### config.mk
export PLATFORM = sky130hd
export DESIGN_NAME = inst_fetch_unit
export DESIGN_NICKNAME = d
export VERILOG_FILES = /design/src/rtl/mips_pkg.sv /design/src/rtl/fetch_out_reg.sv /design/src/rtl/inst_fetch_unit.sv
export SDC_FILE = /design/constraint.sdc
export NUM_CORES = 1
export LEC_CHECK = 0
export CORE_MARGIN = 3
export CORE_UTILIZATION = 45
export CTS_BUF_LIST = sky130_fd_sc_hd__clkbuf_4 sky130_fd_sc_hd__clkbuf_8
export DETAILED_ROUTE_END_ITERATION = 10
export GPL_TIMING_DRIVEN = 0
export PLACE_DENSITY_LB_ADDON = 0.08
export SETUP_SLACK_MARGIN = 0.4
export SYNTH_ARGS = -nofsm -noshare
export SYNTH_HDL_FRONTEND = slang
export SYNTH_SLANG_ARGS = --single-unit
export TNS_END_PERCENT = 5
### constraint.sdc
create_clock -name clk -period 2.45 [get_ports clk]
set_input_delay 0.245 -clock clk [delete_from_list [all_inputs] [get_ports clk]]
set_output_delay 0.245 -clock clk [all_outputs]
set_load 0.01 [all_outputs]
### src/rtl/mips_pkg.sv
`default_nettype none
// ============================================================================
// Module      : mips_pkg
// Description : Shared constants and fetch state encoding for the fetch path.
// Revision    : 1.0 - initial release
// ============================================================================
package mips_pkg;

    localparam int ADDR_W     = 32;
    localparam int INST_BYTES = 4;

    localparam logic [ADDR_W-1:0] DEFAULT_RESET_PC = 32'h0000_0000;

    typedef enum logic [0:0] {
        FETCH_RUN   = 1'b0,
        FETCH_FAULT = 1'b1
    } fetch_state_e;

endpackage : mips_pkg
`default_nettype wire

### src/rtl/fetch_out_reg.sv
`default_nettype none
// ============================================================================
// Module      : fetch_out_reg
// Description : One-entry valid/ready holding register between fetch and decode.
// Revision    : 1.0 - initial release
// ============================================================================
module fetch_out_reg
    import mips_pkg::*;
(
    input  logic              clk,
    input  logic              rst,
    input  logic              load,
    input  logic              flush,
    input  logic [31:0]       in_inst,
    input  logic [ADDR_W-1:0] in_pc,
    input  logic [ADDR_W-1:0] in_pc_plus4,
    output logic              out_valid,
    output logic [31:0]       out_inst,
    output logic [ADDR_W-1:0] out_pc,
    output logic [ADDR_W-1:0] out_pc_plus4
);

    // Flush only drops valid; payload is left untouched since it is ignored while invalid.
    always_ff @(posedge clk) begin
        if (rst) begin
            out_valid    <= 1'b0;
            out_inst     <= 32'h0;
            out_pc       <= '0;
            out_pc_plus4 <= '0;
        end else if (load) begin
            out_valid    <= 1'b1;
            out_inst     <= in_inst;
            out_pc       <= in_pc;
            out_pc_plus4 <= in_pc_plus4;
        end else if (flush) begin
            out_valid    <= 1'b0;
        end
    end

endmodule : fetch_out_reg
`default_nettype wire

### src/rtl/inst_fetch_unit.sv
`default_nettype none
// ============================================================================
// Module      : inst_fetch_unit
// Description : PC owner and instruction fetch with redirect and fault handling.
// Revision    : 1.0 - initial release
// ============================================================================
module inst_fetch_unit
    import mips_pkg::*;
#(
    parameter logic [ADDR_W-1:0] RESET_PC   = DEFAULT_RESET_PC,
    parameter int                IMEM_WORDS = 128
) (
    input  logic              clk,
    input  logic              rst,
    output logic [ADDR_W-1:0] imem_addr,
    input  logic [31:0]       imem_inst,
    input  logic              redirect_valid,
    input  logic [ADDR_W-1:0] redirect_pc,
    output logic              out_valid,
    input  logic              out_ready,
    output logic [31:0]       out_inst,
    output logic [ADDR_W-1:0] out_pc,
    output logic [ADDR_W-1:0] out_pc_plus4,
    output logic              fault,
    output logic [ADDR_W-1:0] fault_pc,
    output logic [31:0]       fetch_count
);

    localparam logic [ADDR_W-1:0] c_imem_limit = ADDR_W'(IMEM_WORDS);
    localparam logic [ADDR_W-1:0] c_inst_bytes = ADDR_W'(INST_BYTES);

    fetch_state_e      r_state;
    fetch_state_e      w_state_next;
    logic [ADDR_W-1:0] r_pc;
    logic [ADDR_W-1:0] w_pc_next;
    logic [ADDR_W-1:0] w_pc_plus4;
    logic [ADDR_W-1:0] r_fault_pc;
    logic [31:0]       r_fetch_count;
    logic              w_pc_ok;
    logic              w_slot_free;
    logic              w_load;
    logic              w_flush;
    logic              w_fault_set;

    assign w_pc_plus4  = r_pc + c_inst_bytes;
    assign w_pc_ok     = (r_pc[1:0] == 2'b00) && ({2'b00, r_pc[ADDR_W-1:2]} < c_imem_limit);
    assign w_slot_free = ~out_valid | out_ready;

    // Redirect beats both load and fault, so a bad target only faults one cycle later.
    always_comb begin
        w_state_next = r_state;
        w_pc_next    = r_pc;
        w_load       = 1'b0;
        w_flush      = 1'b0;
        w_fault_set  = 1'b0;
        case (r_state)
            FETCH_RUN: begin
                if (redirect_valid) begin
                    w_pc_next = redirect_pc;
                    w_flush   = 1'b1;
                end else if (w_slot_free) begin
                    if (w_pc_ok) begin
                        w_load    = 1'b1;
                        w_pc_next = w_pc_plus4;
                    end else begin
                        w_flush      = 1'b1;
                        w_fault_set  = 1'b1;
                        w_state_next = FETCH_FAULT;
                    end
                end
            end
            FETCH_FAULT: begin
                w_flush = 1'b1;
            end
            default: begin
                w_state_next = FETCH_RUN;
                w_flush      = 1'b1;
            end
        endcase
    end

    always_ff @(posedge clk) begin
        if (rst) begin
            r_state <= FETCH_RUN;
            r_pc    <= RESET_PC;
        end else begin
            r_state <= w_state_next;
            r_pc    <= w_pc_next;
        end
    end

    always_ff @(posedge clk) begin
        if (rst) begin
            r_fault_pc    <= '0;
            r_fetch_count <= 32'h0;
        end else begin
            if (w_fault_set) begin
                r_fault_pc <= r_pc;
            end
            if (out_valid && out_ready) begin
                r_fetch_count <= r_fetch_count + 32'd1;
            end
        end
    end

    fetch_out_reg u_out_reg (
        .clk          (clk),
        .rst          (rst),
        .load         (w_load),
        .flush        (w_flush),
        .in_inst      (imem_inst),
        .in_pc        (r_pc),
        .in_pc_plus4  (w_pc_plus4),
        .out_valid    (out_valid),
        .out_inst     (out_inst),
        .out_pc       (out_pc),
        .out_pc_plus4 (out_pc_plus4)
    );

    assign imem_addr   = r_pc;
    assign fault       = (r_state == FETCH_FAULT);
    assign fault_pc    = r_fault_pc;
    assign fetch_count = r_fetch_count;

endmodule : inst_fetch_unit
`default_nettype wire

==> metrics.csv, run 1 <==
metric;value;unit
status;finished clean;
dominant cell type by area after synthesis;dfxtp_1;
Util after Layout;68.8;%
total design power;6.56;mW
Filler cells;1266;
Routed WL;20.4;mm
# rows;45;
CTS tree;built;
CTS H-tree depth;4;
CTS Sinks;192;
Area contributors post-synth;dfxtp_1 (54%), mux2i_1 (10%), nor2_1 (6.5%), and2_1 (4.4%), xor2_1 (3.3%);
DR WL/cell;16.4;microns
RSZ-0062 raised after global routing;true;
Total GRT Usage;22.9;%
cts hold-fix bufs;0;
Final period util;84.8;%
initial antenna violation count;0;
post-route minimum period;2080;ps
Leak;3.96;nW
R2R Setup Slk;370;ps
1st-pass router iterations;4;
Final Cell Area;10600;sq um
remaining antenna violation count;0;
min setup slack post-route;373;ps
gr ovfl total;0;
Area Growth Syn to Fin;47.6;%
mean post-synth cell area;9.74;sq um
Max Fclk;481;MHz
ys flop type;dfxtp_1;
Die Ht;132;microns
hold slack;345;ps
core area;15400;sq um
Via Count;6160;
Setup Viol. Count Final;0;
Rel. slew slack;58.0;%
largest net degree at the start of global routing;17;
#FFs+latches synth;192;
CP required;2870;ps
pre-CTS WS;-135;ps
post-DP HPWL;15.0;mm
CP Launch Type;flop;
First DRT Iteration DRCs;229;
GPL Wtd Cong;0.802;
Clk Latency, worst-skew pair;470;ps
Slew Viols, Final;0;
port bufs;259;
IO Pins;262;
TritonCTS buffer count;17;
final number of hold-violating endpoints;0;
Die Wd;132;microns
final worst clock skew;12.0;ps
n_diodes;0;
HP Class;primary input to flop;
Clk pin slew, worst setup/hold paths;90;ps
vias in the first global route;6040;
fin nets;1095;
FFs w/ async S/R, synth;0;%
register area share after synthesis;53.6;%
first-pass GRT wire length;32.0;mm
worst path arrival time;2490;ps
register area;3850;sq um
Post-DP Area;10000;sq um
Post-Synthesis Cells;736;
clk buf depth;2;
count of cell types in the netlist;48;
Die ar.;17500;sq um
DRC viols;0;
Syn Std Cell Area;7170;sq um
Multi-input gate area;3110;sq um
number of flops mapped to enable cells by yosys;0;
pwr/cell area;620;nW/um^2
vias per cell;4.93;
Worst Max-Slew Pin Slew;625;ps
CP Capture Type;flop;
Yosys top cell area share;53.6;%
critical setup path kind;flop to flop;
MaxCap Viol Count;0;
Mapped Nets;806;
Peak VDD IR;0.500;mV
starting density of the core;46.7;%
clock root buffer;clkbuf_8;
Synth warnings;0;
layout cell share with drive strength beyond 1;8.38;%
Crit Path Max Fanout;5;
metrics by stage:
stage	std cells	TNS [ps]
4_1_cts	1245	0
3_3_place_gp	1206	-3620
6_report	1249	0
3_5_place_dp	1206	-3670
2_1_floorplan	736	0
5_1_grt	1249	0
worst max-delay path: stages, from the launching register on:
cell and delay (ps):
dfxtp_2 360, nor4_2 320, nand3_2 150, buf_6 160, o41a_1 410, buf_4 180, a2111oi_2 320, a31o_1 130
Yosys cell counts, types with 2 or more instances:
cell	instances
a211oi_1	6
a21oi_1	30
a22oi_1	4
a31oi_1	2
a32o_1	2
and2_1	50
and3_1	6
and4_1	3
buf_2	8
buf_4	9
buf_6	3
clkbuf_1	29
dfxtp_1	192
ha_1	2
inv_1	4
mux2i_1	74
nand2_1	46
nand2b_1	6
nand3_1	39
nand4_1	12
nor2_1	124
nor3_1	6
nor4_1	5
nor4_2	2
nor4_4	2
o21a_1	2
o21ai_0	10
o21ai_1	2
o31ai_1	3
or3_1	5
xnor2_1	5
xor2_1	27
power breakdown:
part	internal, mW	leakage [nW]	switching [mW]	total [mW]
logic	0.592	2.21	0.549	1.14
clock network	0.949	0.199	1.13	2.08
registers	3.23	1.55	0.109	3.34
kinds of logic after synthesis:
group                      Yosys count  synth area share (%)
AOI/OAI and AO/OA                   70                  6.49
xor gates and xnor gates            32                  3.91
adders and majority gates            2                 0.349
buffers and inverters               54                  3.75
DFF                                192                  53.6
muxes                               74                  10.3
and+or+nand+nor                    312                  21.6
metal layers:
metal / vias up / track usage, % / wire length, microns
li1: 3065 / - / -
met1: 2859 / 28.3 / 8870
met2: 208 / 35.7 / 9230
met3: 28 / 9.92 / 1890
met4: 0 / 8.31 / 432
met5: - / 0 / 0
worst paths after layout:
kind	startpoint	to	cells after the start
worst min-delay path	redirect_pc[30]	imem_addr[30]	3
worst max-delay path	imem_addr[18]	imem_addr[8]	7
worst min register to register	u_out_reg.out_pc[25]	u_out_reg.out_pc[25]	1
worst max register to register	imem_addr[18]	imem_addr[8]	7
repair_timing:
item,4_1_cts,5_1_grt
setup buffers,7,4
pin swaps,2,6
resized for setup,10,17
setup endpoints to repair,163,164
state kept, by name, indices dropped and copies added, names as in the netlist:
name	count
u_out_reg.out_inst	32
imem_addr	32
u_out_reg.out_pc	30
fault	1
fetch_count	32
u_out_reg.out_pc_plus4	32
u_out_reg.out_valid	1
fault_pc	32
final cells by class:
class | instances | area share, %
Clock buffer | 20 | 2.42
Sequential cell | 192 | 36.4
Buffer | 50 | 2.59
Clock inverter | 12 | 1.29
Timing Repair Buffer | 270 | 25.3
Multi-Input combinational cell | 490 | 29.4
Tap cell | 211 | 2.49
Inverter | 4 | 0.142
placed cells by master (no fill, tap or decap), types with 7 or more instances in the layout:
| master | netlist | layout |
|---|---|---|
| nand2_1 | 46 | 46 |
| buf_2 | 8 | 7 |
| clkbuf_8 | 0 | 17 |
| nor2_1 | 124 | 123 |
| nand3_1 | 39 | 38 |
| clkdlybuf4s50_1 | 0 | 259 |
| o21ai_0 | 10 | 10 |
| a21oi_1 | 30 | 30 |
| and2_1 | 50 | 50 |
| dfxtp_1 | 192 | 188 |
| nand4_1 | 12 | 12 |
| mux2i_1 | 74 | 74 |
| buf_4 | 9 | 21 |
| xor2_1 | 27 | 27 |
| clkbuf_1 | 29 | 24 |
No activity file was read; power rests on OpenSTA's default activity.
==> run 2: changes to the inputs <==
--- a/config.mk
+++ b/config.mk
@@ -6,7 +6,7 @@
 export NUM_CORES = 1
 export LEC_CHECK = 0
 export CORE_MARGIN = 3
-export CORE_UTILIZATION = 45
+export CORE_UTILIZATION = 42
 export CTS_BUF_LIST = sky130_fd_sc_hd__clkbuf_4 sky130_fd_sc_hd__clkbuf_8
 export DETAILED_ROUTE_END_ITERATION = 10
 export GPL_TIMING_DRIVEN = 0
==> constraint.sdc (replaced) <==
create_clock -name clk -period 1.8 [get_ports clk]
set_input_delay 0.18 -clock clk [delete_from_list [all_inputs] [get_ports clk]]
set_output_delay 0.18 -clock clk [all_outputs]
set_load 0.01 [all_outputs]
==> metrics.csv, run 2 (synthesized netlist as in run 1, its figures left out) <==
metric;value;unit
status;finished with violations;
failing checks;setup timing;
Peak VDD IR;0.544;mV
crit-path leading delay family;simple AND/OR/NAND/NOR gates;
1st-pass router iterations;4;
MaxCap Viol Count;0;
CP Capture Type;flop;
largest net degree at the start of global routing;19;
Leak;5.18;nW
RSZ-0062 raised after global routing;true;
vias in the first global route;6014;
remaining antenna violation count;0;
TritonCTS buffer count;17;
Routed WL;21.3;mm
CTS Sinks;192;
GPL Wtd Cong;0.811;
final worst clock skew;16.8;ps
post-route minimum period;2020;ps
hold slack;288;ps
crit path cell chain;nor4_4, nand3_4, buf_6, o211ai_4, buf_12, clkbuf_16, mux2i_1, nor2_1;
core area;16600;sq um
starting density of the core;43.1;%
Total GRT Usage;21.7;%
commonest non-fill, non-tap cell in the layout;dlygate4sd2_1;
n_diodes;0;
first-pass GRT wire length;31.8;mm
register area;3950;sq um
Multi-input gate area;3510;sq um
Rel. slew slack;53.4;%
IO Pins;262;
CP Launch Type;flop;
vias per cell;4.95;
Max Fclk;494;MHz
Final period util;112;%
Crit Path Max Fanout;6;
Max stage delay on crit path;370;ps
Die Wd;137;microns
min setup slack post-route;-224;ps
Die Ht;137;microns
fin nets;1120;
pwr/cell area;796;nW/um^2
Die ar.;18700;sq um
gr ovfl total;0;
Util after Layout;67.7;%
clk buf depth;2;
CP max-delay cell;dfxtp_4;
initial antenna violation count;1;
most frequent cells in the layout;dlygate4sd2_1 (165), dfxtp_1 (147), nor2_1 (119), clkdlybuf4s50_1 (76), mux2i_1 (74);
Filler cells;1405;
CP required;2140;ps
Setup Viol. Count Final;140;
clock root buffer;clkbuf_8;
Worst Max-Slew Pin Slew;700;ps
# rows;47;
CTS tree;built;
Bufs and invs on worst path;3;
DR WL/cell;16.6;microns
layout cell share with drive strength beyond 1;23.4;%
First DRT Iteration DRCs;242;
Area Growth Syn to Fin;57.1;%
DRC viols;0;
critical setup path kind;flop to flop;
Clk Latency, worst-skew pair;460;ps
CTS H-tree depth;4;
final number of hold-violating endpoints;0;
total design power;8.97;mW
HP Class;primary input to flop;
port bufs;259;
Slew Viols, Final;0;
worst path arrival time;2360;ps
Via Count;6350;
Clk pin slew, worst setup/hold paths;100;ps
post-DP HPWL;14.5;mm
[run 2: cell type report]
cell class | count | area share (%)
Timing Repair Buffer | 295 | 24.2
Inverter | 4 | 0.133
Buffer | 50 | 3.74
Multi-Input combinational cell | 490 | 31.1
Clock inverter | 14 | 1.13
Clock buffer | 18 | 2.20
Sequential cell | 192 | 35.1
Tap cell | 220 | 2.44
[run 2: worst reg2reg max path: cells and delay by family (launching register included)]
kind | cells | cell delay, ps
AO/OA/AOI/OAI | 1 | 230
flip-flops | 1 | 370
AND/OR/NAND/NOR | 3 | 590
multiplexers | 1 | 220
buffers and inverters | 3 | 480
[run 2: path summary, 6_finish.rpt]
check             depth (start not counted)  slack [ps]                  from                   end
hold reg to reg                           1         460  u_out_reg.out_pc[12]  u_out_reg.out_pc[12]
setup / recovery                          8        -220         imem_addr[29]          fault_pc[11]
hold / removal                            3         290       redirect_pc[27]         imem_addr[27]
setup reg to reg                          8        -220         imem_addr[29]          fault_pc[11]
[run 2: layer usage]
metal,part of all wire [%],global-route usage (%),up-vias
met5,0.094,0,-
met4,1.3,6.27,2
met3,8.7,8.05,24
met2,48,34.0,201
met1,42,28.1,2998
li1,-,-,3125
[run 2: where the power goes]
| group | switching, mW | total (mW) | leakage (nW) | internal [mW] |
|---|---|---|---|---|
| registers | 0.145 | 4.53 | 1.58 | 4.39 |
| logic | 0.851 | 1.76 | 3.42 | 0.910 |
| clock network | 1.64 | 2.68 | 0.183 | 1.04 |
[run 2: what timing repair did]
item                                    CTS  global route
hold endpoints to repair                  0             0
endpoints found under the setup margin  379           227
resized for setup                       280           146
setup buffers                            13            17
pin swaps                                40            76
hold buffers                              0             0
gates cloned                              4             2
[run 2: per-stage QoR]
step	TNS (ps)	instance area [sq um]	setup slack [ps]	std cells
finish	-11760	11300	-224	1283
global placement	-77730	10100	-631	1215
global route	-23480	11300	-264	1283
CTS	-15320	10600	-193	1264
detailed placement	-80030	10100	-695	1215
floorplan	-212	7220	-26.5	736
==> run 3: changes to the inputs <==
--- a/config.mk
+++ b/config.mk
@@ -6,13 +6,16 @@
 export NUM_CORES = 1
 export LEC_CHECK = 0
 export CORE_MARGIN = 3
-export CORE_UTILIZATION = 42
+export CORE_UTILIZATION = 43
 export CTS_BUF_LIST = sky130_fd_sc_hd__clkbuf_4 sky130_fd_sc_hd__clkbuf_8
 export DETAILED_ROUTE_END_ITERATION = 10
 export GPL_TIMING_DRIVEN = 0
+export MAX_ROUTING_LAYER = met4
 export PLACE_DENSITY_LB_ADDON = 0.08
 export SETUP_SLACK_MARGIN = 0.4
+export SKIP_LAST_GASP = 1
 export SYNTH_ARGS = -nofsm -noshare
 export SYNTH_HDL_FRONTEND = slang
+export SYNTH_HIERARCHICAL = 1
 export SYNTH_SLANG_ARGS = --single-unit
 export TNS_END_PERCENT = 5
==> metrics.csv, run 3 <==
metric;value;unit
1st-pass router iterations;5;
Synth warnings;6;
starting density of the core;44.7;%
Clk Latency, worst-skew pair;480;ps
Reg-to-Reg End;imem_addr[5];
worst path arrival time;2510;ps
Peak VDD IR;0.502;mV
hold path cells;3;
ys flop type;dfxtp_1;
final number of hold-violating endpoints;0;
Final period util;121;%
crit path cell chain;or3_4, or3_4, o31a_2, buf_2, o21ai_0, a21oi_1;
count of cell types in the netlist;51;
dominant cell type by area after synthesis;dfxtp_1;
FFs w/ async S/R, synth;0;%
CP Capture Type;flop;
R2R Setup Slk;-380;ps
MaxCap Viol Count;0;
remaining antenna violation count;0;
CP required;2130;ps
core area;18300;sq um
Syn Std Cell Area;8190;sq um
pwr/cell area;726;nW/um^2
commonest non-fill, non-tap cell in the layout;clkdlybuf4s50_1;
clk buf depth;2;
vias in the first global route;7168;
Filler cells;1585;
CP max-delay cell;or3_4;
GPL Wtd Cong;0.851;
min setup slack post-route;-384;ps
gr ovfl total;0;
Slew Viols, Final;0;
CTS Sinks;194;
mean post-synth cell area;9.36;sq um
final worst clock skew;17.9;ps
vias per cell;5.09;
Max Fclk;458;MHz
CTS H-tree depth;4;
cell mode on critical path;or3_4;
RSZ-0062 raised after global routing;true;
post-DP HPWL;18.3;mm
Post-Synthesis Cells;875;
largest net degree at the start of global routing;19;
Mapped Nets;945;
Area Growth Syn to Fin;48.2;%
post-route minimum period;2180;ps
pre-CTS WS;-844;ps
initial antenna violation count;1;
Post-DP Area;11100;sq um
count leader, synth;dfxtp_1;
hold endpoint;u_out_reg/out_inst[30];
Die Wd;144;microns
status;finished with violations;
Rel. slew slack;52.4;%
# rows;49;
total design power;8.80;mW
first-pass GRT wire length;39.2;mm
CTS tree;built;
clock root buffer;clkbuf_8;
number of flops mapped to enable cells by yosys;0;
Total GRT Usage;24.9;%
failing checks;setup timing;
IO Pins;262;
layout cell share with drive strength beyond 1;12.4;%
most frequent cells in the layout;clkdlybuf4s50_1 (260), dfxtp_1 (177), nor2_1 (175), mux2i_1 (125), nand2_1 (54);
Critical R2R Launch;imem_addr[20];
First DRT Iteration DRCs;349;
port bufs;260;
Commonest cells post-synth;dfxtp_1 (194), nor2_1 (175), mux2i_1 (129);
Leak;4.44;nW
hold wc startpoint;rst;
Final Cell Area;12100;sq um
R2R depth;6;
#FFs+latches synth;194;
Setup Viol. Count Final;182;
hold slack;170;ps
CP Launch Type;flop;
Die Ht;144;microns
Via Count;7272;
Yosys top cell area share;47.4;%
DRC viols;0;
HP Class;primary input to flop;
critical setup path kind;flop to flop;
Max stage delay on crit path;440;ps
TritonCTS buffer count;17;
Area contributors post-synth;dfxtp_1 (47%), mux2i_1 (16%), nor2_1 (8.0%), xnor2_1 (3.2%), xor2_1 (2.6%);
DR WL/cell;17.7;microns
register area share after synthesis;47.4;%
Worst Max-Slew Pin Slew;713;ps
Routed WL;25.3;mm
Crit Path Max Fanout;10;
Clk pin slew, worst setup/hold paths;100;ps
Die ar.;20700;sq um
fin nets;1255;
-- run 3: cell types whose count changed after synthesis, moves of 5 or more --
cell      previous run  this run
xnor2_1              5        30
inv_1                4        13
a21oi_1             30        36
nor2_1             124       175
nand2_1             46        55
nor3_1               6        16
nand2b_1             6        11
nor4_1               5        11
a211oi_1             6         1
mux2i_1             74       129
and2_1              50         3
o211ai_1             0         6
-- run 3: worst max-delay path by stage --
stage	start	end	slack [ps]	cells past startpoint
final	imem_addr[20]	imem_addr[5]	-380	6
after CTS	imem_addr[23]	fault_pc[5]	-370	9
after global routing	imem_addr[14]	u_out_reg/out_inst[25]	-460	10
after detailed placement	imem_addr[2]	u_out_reg/out_pc_plus4[26]	-840	8
after floorplan	imem_addr[14]	u_out_reg/out_inst[10]	-280	10
after global placement	imem_addr[2]	u_out_reg/out_pc_plus4[28]	-870	8
-- run 3: layer usage --
metal  share of wire [%]  track usage, %  vias up
met4                 2.6            9.07        0
met2                  47            38.2      253
met5                   0               -        -
met1                  44            31.8     3390
li1                    -               -     3589
met3                 6.5            6.32       40
-- run 3: logic make-up (layout without fill, tap and decap cells) --
kind of cell	after synthesis	after routing	synth area share (%)
and+or+nand+nor	354	354	20.2
DFF	194	194	47.4
muxes	129	129	15.8
buffers and inverters	73	396	5.04
AOI/OAI and AO/OA	69	69	5.45
xor gates and xnor gates	54	54	5.78
adders and majority gates	2	2	0.306
other	0	1	0
-- run 3: what timing repair did --
item,4_1_cts,5_1_grt
setup buffers,18,8
cloned,0,5
pin swaps,8,5
resized for setup,35,36
hold buffers,0,0
endpoints found under the setup margin,381,383
-- run 3: stage by stage --
stage               util (%)  TNS (ps)  instances
CTS                     64.5    -53520       1414
global route            66.2    -68630       1428
global placement        60.8    -88960       1364
detailed placement      60.8    -90140       1364
finish                  66.2    -49110       1428
floorplan                  -    -27510        875
-- run 3: critical path, delay by kind of cell, from the launching register on --
kind / cells / cell delay (ps)
compound gates: 3 / 610
flops: 1 / 390
simple gates: 2 / 840
buf+inv: 1 / 210
-- run 3: cell type report --
class,instances,area [sq um],area share [%]
Multi-Input combinational cell,608,4080,33.7
Timing Repair Buffer,291,2940,24.3
Clock buffer,19,255,2.10
Buffer,60,470,3.88
Clock inverter,13,136,1.12
Sequential cell,194,3910,32.2
Inverter,13,48.8,0.402
Antenna cell,1,2.50,0.0206
Tap cell,229,287,2.36
-- run 3: report_power, final --
part	internal (mW)	switching [mW]	total (mW)
sequential	4.40	0.160	4.56
combinational	0.738	0.644	1.38
clock	1.20	1.66	2.86
